<file path="config.mk">
export PLATFORM = sky130hd
export DESIGN_NAME = alu_seq_flat
export DESIGN_NICKNAME = d
export VERILOG_FILES = /design/src/rtl/alu_seq_if.sv /design/src/rtl/alu_seq.sv /design/src/flat_wrapper.sv
export SDC_FILE = /design/constraint.sdc
export NUM_CORES = 1
export LEC_CHECK = 0
export ABC_AREA = 1
export CELL_PAD_IN_SITES_DETAIL_PLACEMENT = 1
export CELL_PAD_IN_SITES_GLOBAL_PLACEMENT = 2
export CORE_MARGIN = 5
export CORE_UTILIZATION = 37
export CTS_CLUSTER_DIAMETER = 150
export CTS_CLUSTER_SIZE = 25
export DETAILED_ROUTE_END_ITERATION = 12
export DONT_BUFFER_PORTS = 1
export PLACE_DENSITY = 0.85
export SLEW_MARGIN = 20
export SYNTH_ARGS = -nofsm -noshare
export SYNTH_HDL_FRONTEND = slang
export SYNTH_SLANG_ARGS = --single-unit
</file>
<file path="constraint.sdc">
create_clock -name clk -period 2.8 [get_ports clk]
set_clock_uncertainty 0.15 [all_clocks]
set_input_delay 0.56 -clock clk [delete_from_list [all_inputs] [get_ports clk]]
set_output_delay 0.56 -clock clk [all_outputs]
set_load 0.02 [all_outputs]
</file>
<file path="src/rtl/alu_seq_if.sv">
// alu_seq_if: start/busy/done request bus between the instruction decoder and alu_seq
//   master (decoder): drives start, A, X, Opsel, A_inv, X_inv, OP_inv, Carrybit
//                     and receives Z, Flags, busy, done
//   slave  (alu_seq): the reverse directions
interface alu_seq_if #(parameter int WIDTH = 8);
  logic             start;
  logic [WIDTH-1:0] A;
  logic [WIDTH-1:0] X;
  logic [2:0]       Opsel;
  logic             A_inv;
  logic             X_inv;
  logic             OP_inv;
  logic             Carrybit;
  logic [WIDTH-1:0] Z;
  logic [7:0]       Flags;
  logic             busy;
  logic             done;
  modport master (
    output start, A, X, Opsel, A_inv, X_inv, OP_inv, Carrybit,
    input  Z, Flags, busy, done
  );
  modport slave (
    input  start, A, X, Opsel, A_inv, X_inv, OP_inv, Carrybit,
    output Z, Flags, busy, done
  );
endinterface

</file>
<file path="src/rtl/alu_seq.sv">
// alu_seq: registered ALU with single-cycle logic/add ops and iterative shifts and multiply
//   clk   rising-edge clock
//   rst_n asynchronous active-low reset
//   bus   alu_seq_if.slave: start/operands/controls in; Z, Flags {3'b0,P,V,N,Z,C}, busy, done out
module alu_seq #(
  parameter int WIDTH = 8
) (
  input logic    clk,
  input logic    rst_n,
  alu_seq_if.slave bus
);
  localparam int SHW = $clog2(WIDTH);
  typedef enum logic {IDLE, EXEC} state_t;
  state_t           state, state_nx;
  logic [WIDTH-1:0] a_p, x_p, r1, acc, hi, mcand, step_lo, step_hi, res_r, z_fin, z_q;
  logic [WIDTH:0]   add, sum;
  logic [SHW-1:0]   s;
  logic [SHW:0]     cnt;
  logic [2:0]       op;
  logic [7:0]       flags_q;
  logic             op_inv, accept, iter_op, last, wr, c1, v1, step_c, res_c, res_v, res_inv, done_q;
  always_comb begin
    a_p     = bus.A_inv ? ~bus.A : bus.A;
    x_p     = bus.X_inv ? ~bus.X : bus.X;
    s       = x_p[SHW-1:0];
    accept  = bus.start && state == IDLE;
    iter_op = bus.Opsel == 3'd6 || (bus.Opsel inside {3'd3, 3'd4, 3'd5} && s != '0);
    add     = {1'b0, a_p} + {1'b0, x_p} + {{WIDTH{1'b0}}, bus.Carrybit};
    r1      = a_p;
    c1      = 1'b0;
    v1      = 1'b0;
    case (bus.Opsel)
      3'd0: r1 = a_p & x_p;
      3'd1: r1 = a_p ^ x_p;
      3'd2: begin
        {c1, r1} = add;
        v1 = a_p[WIDTH-1] == x_p[WIDTH-1] && add[WIDTH-1] != a_p[WIDTH-1];
      end
      default: r1 = a_p;
    endcase
  end
  // One iteration: a one-bit shift of acc, or a shift-add multiply step where
  // acc holds the multiplier (consumed LSB first) and the product grows into {hi, acc}.
  always_comb begin
    sum     = {1'b0, hi} + {1'b0, (acc[0] ? mcand : {WIDTH{1'b0}})};
    step_lo = {sum[0], acc[WIDTH-1:1]};
    step_hi = sum[WIDTH:1];
    step_c  = 1'b0;
    case (op)
      3'd3: {step_lo, step_c} = {1'b0, acc};
      3'd4: {step_c, step_lo} = {acc, 1'b0};
      3'd5: {step_lo, step_c} = {acc[WIDTH-1], acc};
      default: step_c = 1'b0;
    endcase
  end
  always_comb begin
    last     = cnt == (SHW+1)'(1);
    wr       = (accept && !iter_op) || (state == EXEC && last);
    state_nx = state == IDLE ? ((accept && iter_op) ? EXEC : IDLE) : (last ? IDLE : EXEC);
    res_r    = state == EXEC ? step_lo : r1;
    res_c    = state == EXEC ? (op == 3'd6 ? |step_hi : step_c) : c1;
    res_v    = state == EXEC ? 1'b0 : v1;
    res_inv  = state == EXEC ? op_inv : bus.OP_inv;
    z_fin    = res_inv ? ~res_r : res_r;
  end
  always_ff @(posedge clk or negedge rst_n) begin
    if (!rst_n) state <= IDLE;
    else state <= state_nx;
  end
  always_ff @(posedge clk or negedge rst_n) begin
    if (!rst_n) begin
      z_q     <= '0;
      flags_q <= '0;
      done_q  <= 1'b0;
      acc     <= '0;
      hi      <= '0;
      mcand   <= '0;
      cnt     <= '0;
      op      <= '0;
      op_inv  <= 1'b0;
    end else begin
      done_q <= wr;
      if (wr) begin
        z_q     <= z_fin;
        flags_q <= {3'b000, ^z_fin, res_v, z_fin[WIDTH-1], z_fin == '0, res_c};
      end
      if (accept) begin
        acc    <= bus.Opsel == 3'd6 ? x_p : a_p;
        mcand  <= a_p;
        hi     <= '0;
        cnt    <= bus.Opsel == 3'd6 ? (SHW+1)'(WIDTH) : {1'b0, s};
        op     <= bus.Opsel;
        op_inv <= bus.OP_inv;
      end else if (state == EXEC) begin
        acc <= step_lo;
        hi  <= step_hi;
        cnt <= cnt - 1'b1;
      end
    end
  end
  assign bus.Z     = z_q;
  assign bus.Flags = flags_q;
  assign bus.done  = done_q;
  assign bus.busy  = state == EXEC;
endmodule

</file>
<file path="src/flat_wrapper.sv">
// flat-port wrapper written by rule: the top's interface ports become plain ports
module alu_seq_flat 
#(
  parameter int WIDTH = 8
)
  (clk, rst_n, bus_start, bus_A, bus_X, bus_Opsel, bus_A_inv, bus_X_inv, bus_OP_inv, bus_Carrybit, bus_Z, bus_Flags, bus_busy, bus_done);
  alu_seq_if #(.WIDTH(WIDTH)) bus_i ();
  input logic clk;
  input logic rst_n;
  input wire logic [$bits(bus_i.start)-1:0] bus_start;
  input wire logic [$bits(bus_i.A)-1:0] bus_A;
  input wire logic [$bits(bus_i.X)-1:0] bus_X;
  input wire logic [$bits(bus_i.Opsel)-1:0] bus_Opsel;
  input wire logic [$bits(bus_i.A_inv)-1:0] bus_A_inv;
  input wire logic [$bits(bus_i.X_inv)-1:0] bus_X_inv;
  input wire logic [$bits(bus_i.OP_inv)-1:0] bus_OP_inv;
  input wire logic [$bits(bus_i.Carrybit)-1:0] bus_Carrybit;
  output wire logic [$bits(bus_i.Z)-1:0] bus_Z;
  output wire logic [$bits(bus_i.Flags)-1:0] bus_Flags;
  output wire logic [$bits(bus_i.busy)-1:0] bus_busy;
  output wire logic [$bits(bus_i.done)-1:0] bus_done;
  assign bus_i.start = bus_start;
  assign bus_i.A = bus_A;
  assign bus_i.X = bus_X;
  assign bus_i.Opsel = bus_Opsel;
  assign bus_i.A_inv = bus_A_inv;
  assign bus_i.X_inv = bus_X_inv;
  assign bus_i.OP_inv = bus_OP_inv;
  assign bus_i.Carrybit = bus_Carrybit;
  assign bus_Z = bus_i.Z;
  assign bus_Flags = bus_i.Flags;
  assign bus_busy = bus_i.busy;
  assign bus_done = bus_i.done;
  alu_seq #(.WIDTH(WIDTH)) u_core (.clk(clk), .rst_n(rst_n), .bus(bus_i));
endmodule
</file>
==> out/results.txt <==
P&R area growth vs syn -> 27.40%
Area of the multi-input gates -> 0.002409 sq mm
WL per Instance -> 16.66 um
Vias per inst -> 5.074
FFs w/ async S/R, synth -> 1.000
F_max -> 0.3532 GHz
Vias in the first global route -> 3887
H-tree level count -> 2
TritonCTS Buffers -> 5
Final Critical Period -> 2.831 ns
Crit end category -> register
Most frequent cells in the layout -> nand2_1, buf_4, inv_1, o21ai_0, dfrtp_1
Largest net degree at the start of global routing -> 47
DRT antenna net count -> 0
Die footprint -> 0.01211 sq mm
Peak supply drop -> 0.4216 mV
Std-Cell Rows -> 36
Worst setup path start -> bus_A_inv
# diodes -> 0
Core area -> 0.009774 sq mm
Avg Synthesized Cell Area -> 7.136 sq um
Final WL -> 12010 um
Netlist cell types -> 40
Initial antenna violation count -> 0
Tightest Pin Transition -> 0.6140 ns
CTS tree -> done
Most used flip-flop cell after synthesis -> dfrtp_1
Sequential area share after synthesis -> 0.3108
Post-synth EDFFs -> 0
Final period utilization -> 1.011
Yosys reg bits -> 46
Total gr overflow -> 0
CP Cell Sequence -> clkinvlp_4 -> nand2_2 -> nand2_4 -> inv_2 -> nand2_1 -> nand2_1 -> inv_2 -> ha_4 -> inv_2 -> nand2_4 -> ha_4 -> inv_2 -> nand2_4 -> o21ai_1 -> a21oi_1 -> a21oi_1 -> o211ai_1 -> nand2_1 -> nand2_1 -> nand2_2 -> ha_4 -> xnor2_2 -> xnor2_1 -> o21ai_1
Worst Path Max Fanout -> 11
# clock sinks -> 46
Layout cells sized above 1 -> 0.2670
Setup TNS -> -0.03118 ns
Hold Crit Endpoint -> u_core.op_inv$_DFFE_PN0P_
Relative slew slack -> 0.5863
Worst Hold Class -> input pin to register
Vias -> 3658
CP required -> 2.84 ns
Iter 0 DRT Violations -> 128
Crit path max-delay cell type -> ha_4
Max_cap viols -> 0
Final Hold Fails -> 0
Initial DRT Pass Iterations -> 4
Slew Limit Fails -> 0
DRC viols -> 0
Type of element launching the critical path -> input pin
Die Wd -> 110.0 um
Crit Reg-Reg Startpoint -> u_core.op[0]$_DFFE_PN0P_
Clock Path Buffers -> 2
Die H -> 110.0 um
RR Endpoint -> u_core.bus.Flags[4]$_DFFE_PN0P_
Layout fillers -> 1287
R2R setup slack -> 0.30 ns
Leakage -> 2.424 nW
R2r worst-path depth -> 12
Post-DP HPWL -> 9749 um
Critical path type -> input pin to register
Gate count after technology mapping -> 519
Net total in the final layout -> 636
Status -> complete, but fails checks
GP Congestion -> 0.9309
First-pass GRT wire length -> 19710 um
Hold path cells -> 2
Final WS setup -> -0.03118 ns
Input/output buffers -> 0
Root buf cell -> clkbuf_8
Syn. warnings -> 0
Failing checks -> setup timing
Gr usage total -> 0.2099
Commonest non-fill, non-tap cell in the layout -> nand2_1
RSZ-0062 raised after global routing -> yes
Clk_lat worst skew -> 0.31 ns
Clk slew on worst S/H paths -> 0.09 ns
Initial core utilization -> 0.3789
Register area -> 0.001151 sq mm
# IOs -> 44
Max incr delay on CP -> 0.21 ns
Final Setup Violations -> 1
Worst hold start -> bus_OP_inv
Pwr dens -> 1056 mW/mm^2
Critical Path AT -> 2.87 ns
Mapped Area -> 0.003704 sq mm
Post-route core utilization -> 0.4827
## sequential cells by signal, indices dropped and copies added, names as in the netlist
name              flops
u_core.bus.Flags      5
u_core.mcand          8
u_core.hi             8
u_core.cnt            4
u_core.op_inv         1
u_core.bus.Z          7
u_core.bus.done       1
u_core.bus.busy       1
u_core.op             3
u_core.acc            8
## layout make-up
type / count / share of cell area
Multi-Input combinational cell: 383 / 0.5105
Clock buffer: 6 / 0.01538
Timing Repair Buffer: 77 / 0.1273
Inverter: 74 / 0.05967
Clock inverter: 2 / 0.007955
Tap cell: 133 / 0.03527
Sequential cell: 46 / 0.2440
## metrics by stage
stage	setup WS [ns]	hold slack (ns)	total power [W]	instance area (sq um)	instances
floorplan	-0.1855	0.1144	0.003188	3852	521
global placement	-0.3609	0.1165	0.004028	4433	707
detailed placement	-0.4421	0.1166	0.004172	4433	707
CTS	-0.03907	0.2274	0.004864	4642	720
global route	-0.1726	0.2239	0.005480	4718	721
finish	-0.03118	0.2284	0.004981	4718	721
## Yosys cell counts, drive strengths merged, types with 2 or more instances
cell type	count	share of area
xor2	8	0.019
nor3	3	0.0041
buf	11	0.022
o21ai	56	0.079
a221oi	5	0.012
o21bai	2	0.0041
nor2	17	0.017
ha	22	0.074
nand2	159	0.19
o211ai	7	0.014
a22o	2	0.0047
nand3b	2	0.0041
o221ai	2	0.0047
dfrtp	46	0.31
inv	73	0.074
xnor2	15	0.035
clkbuf	7	0.0071
nand4	5	0.0084
nand3	33	0.049
a21oi	33	0.045
## how the worst max path moves through the flow
| stage | cells past startpoint | to | slack [ns] |
|---|---|---|---|
| global placement | 26 | u_core.bus.Flags[4]$_DFFE_PN0P_ | -0.36 |
| detailed placement | 26 | u_core.bus.Flags[4]$_DFFE_PN0P_ | -0.44 |
| CTS | 25 | u_core.bus.Flags[4]$_DFFE_PN0P_ | -0.04 |
| global route | 18 | u_core.bus.Flags[4]$_DFFE_PN0P_ | -0.17 |
| floorplan | 26 | u_core.bus.Flags[4]$_DFFE_PN0P_ | -0.19 |
| finish | 24 | u_core.bus.Flags[4]$_DFFE_PN0P_ | -0.03 |
## per-layer routing
layer  GRT usage  part of all wire
met1      0.2622              0.44
met4     0.05699             0.014
met2      0.3718              0.51
met5           0                 0
met3     0.03611             0.042
## cell families (layout without fill, tap and decap cells)
kind of cell | Yosys count | after routing | synth area share
xor+xnor | 23 | 23 | 0.05439
other cells | 1 | 3 | 0.001013
flops | 46 | 46 | 0.3108
buf+inv | 92 | 159 | 0.1037
simple gates | 221 | 221 | 0.2747
fa+ha+maj | 23 | 23 | 0.07973
compound gates | 113 | 113 | 0.1757
## critical path: cells and delay by family
family,cells,cell delay (ns)
AO/OA/AOI/OAI,5,0.60
AND/OR/NAND/NOR,9,0.60
buffers and inverters,5,0.28
XOR/XNOR,2,0.29
adder cells (fa/ha/maj),3,0.51
## where the power goes
part	switching [W]	total (W)	internal [W]
Sequential	0.000323	0.00130	0.000975
Clock	0.000239	0.000506	0.000267
Combinational	0.00169	0.00318	0.00149
## repair_timing
item	4_1_cts	5_1_grt
setup endpoints to repair	1	2
buffers inserted	3	1
hold endpoints to repair	46	0
hold buffers	2	0
pin swaps	6	10
gates resized for setup	9	16
Power figures use the tool's default switching activity.
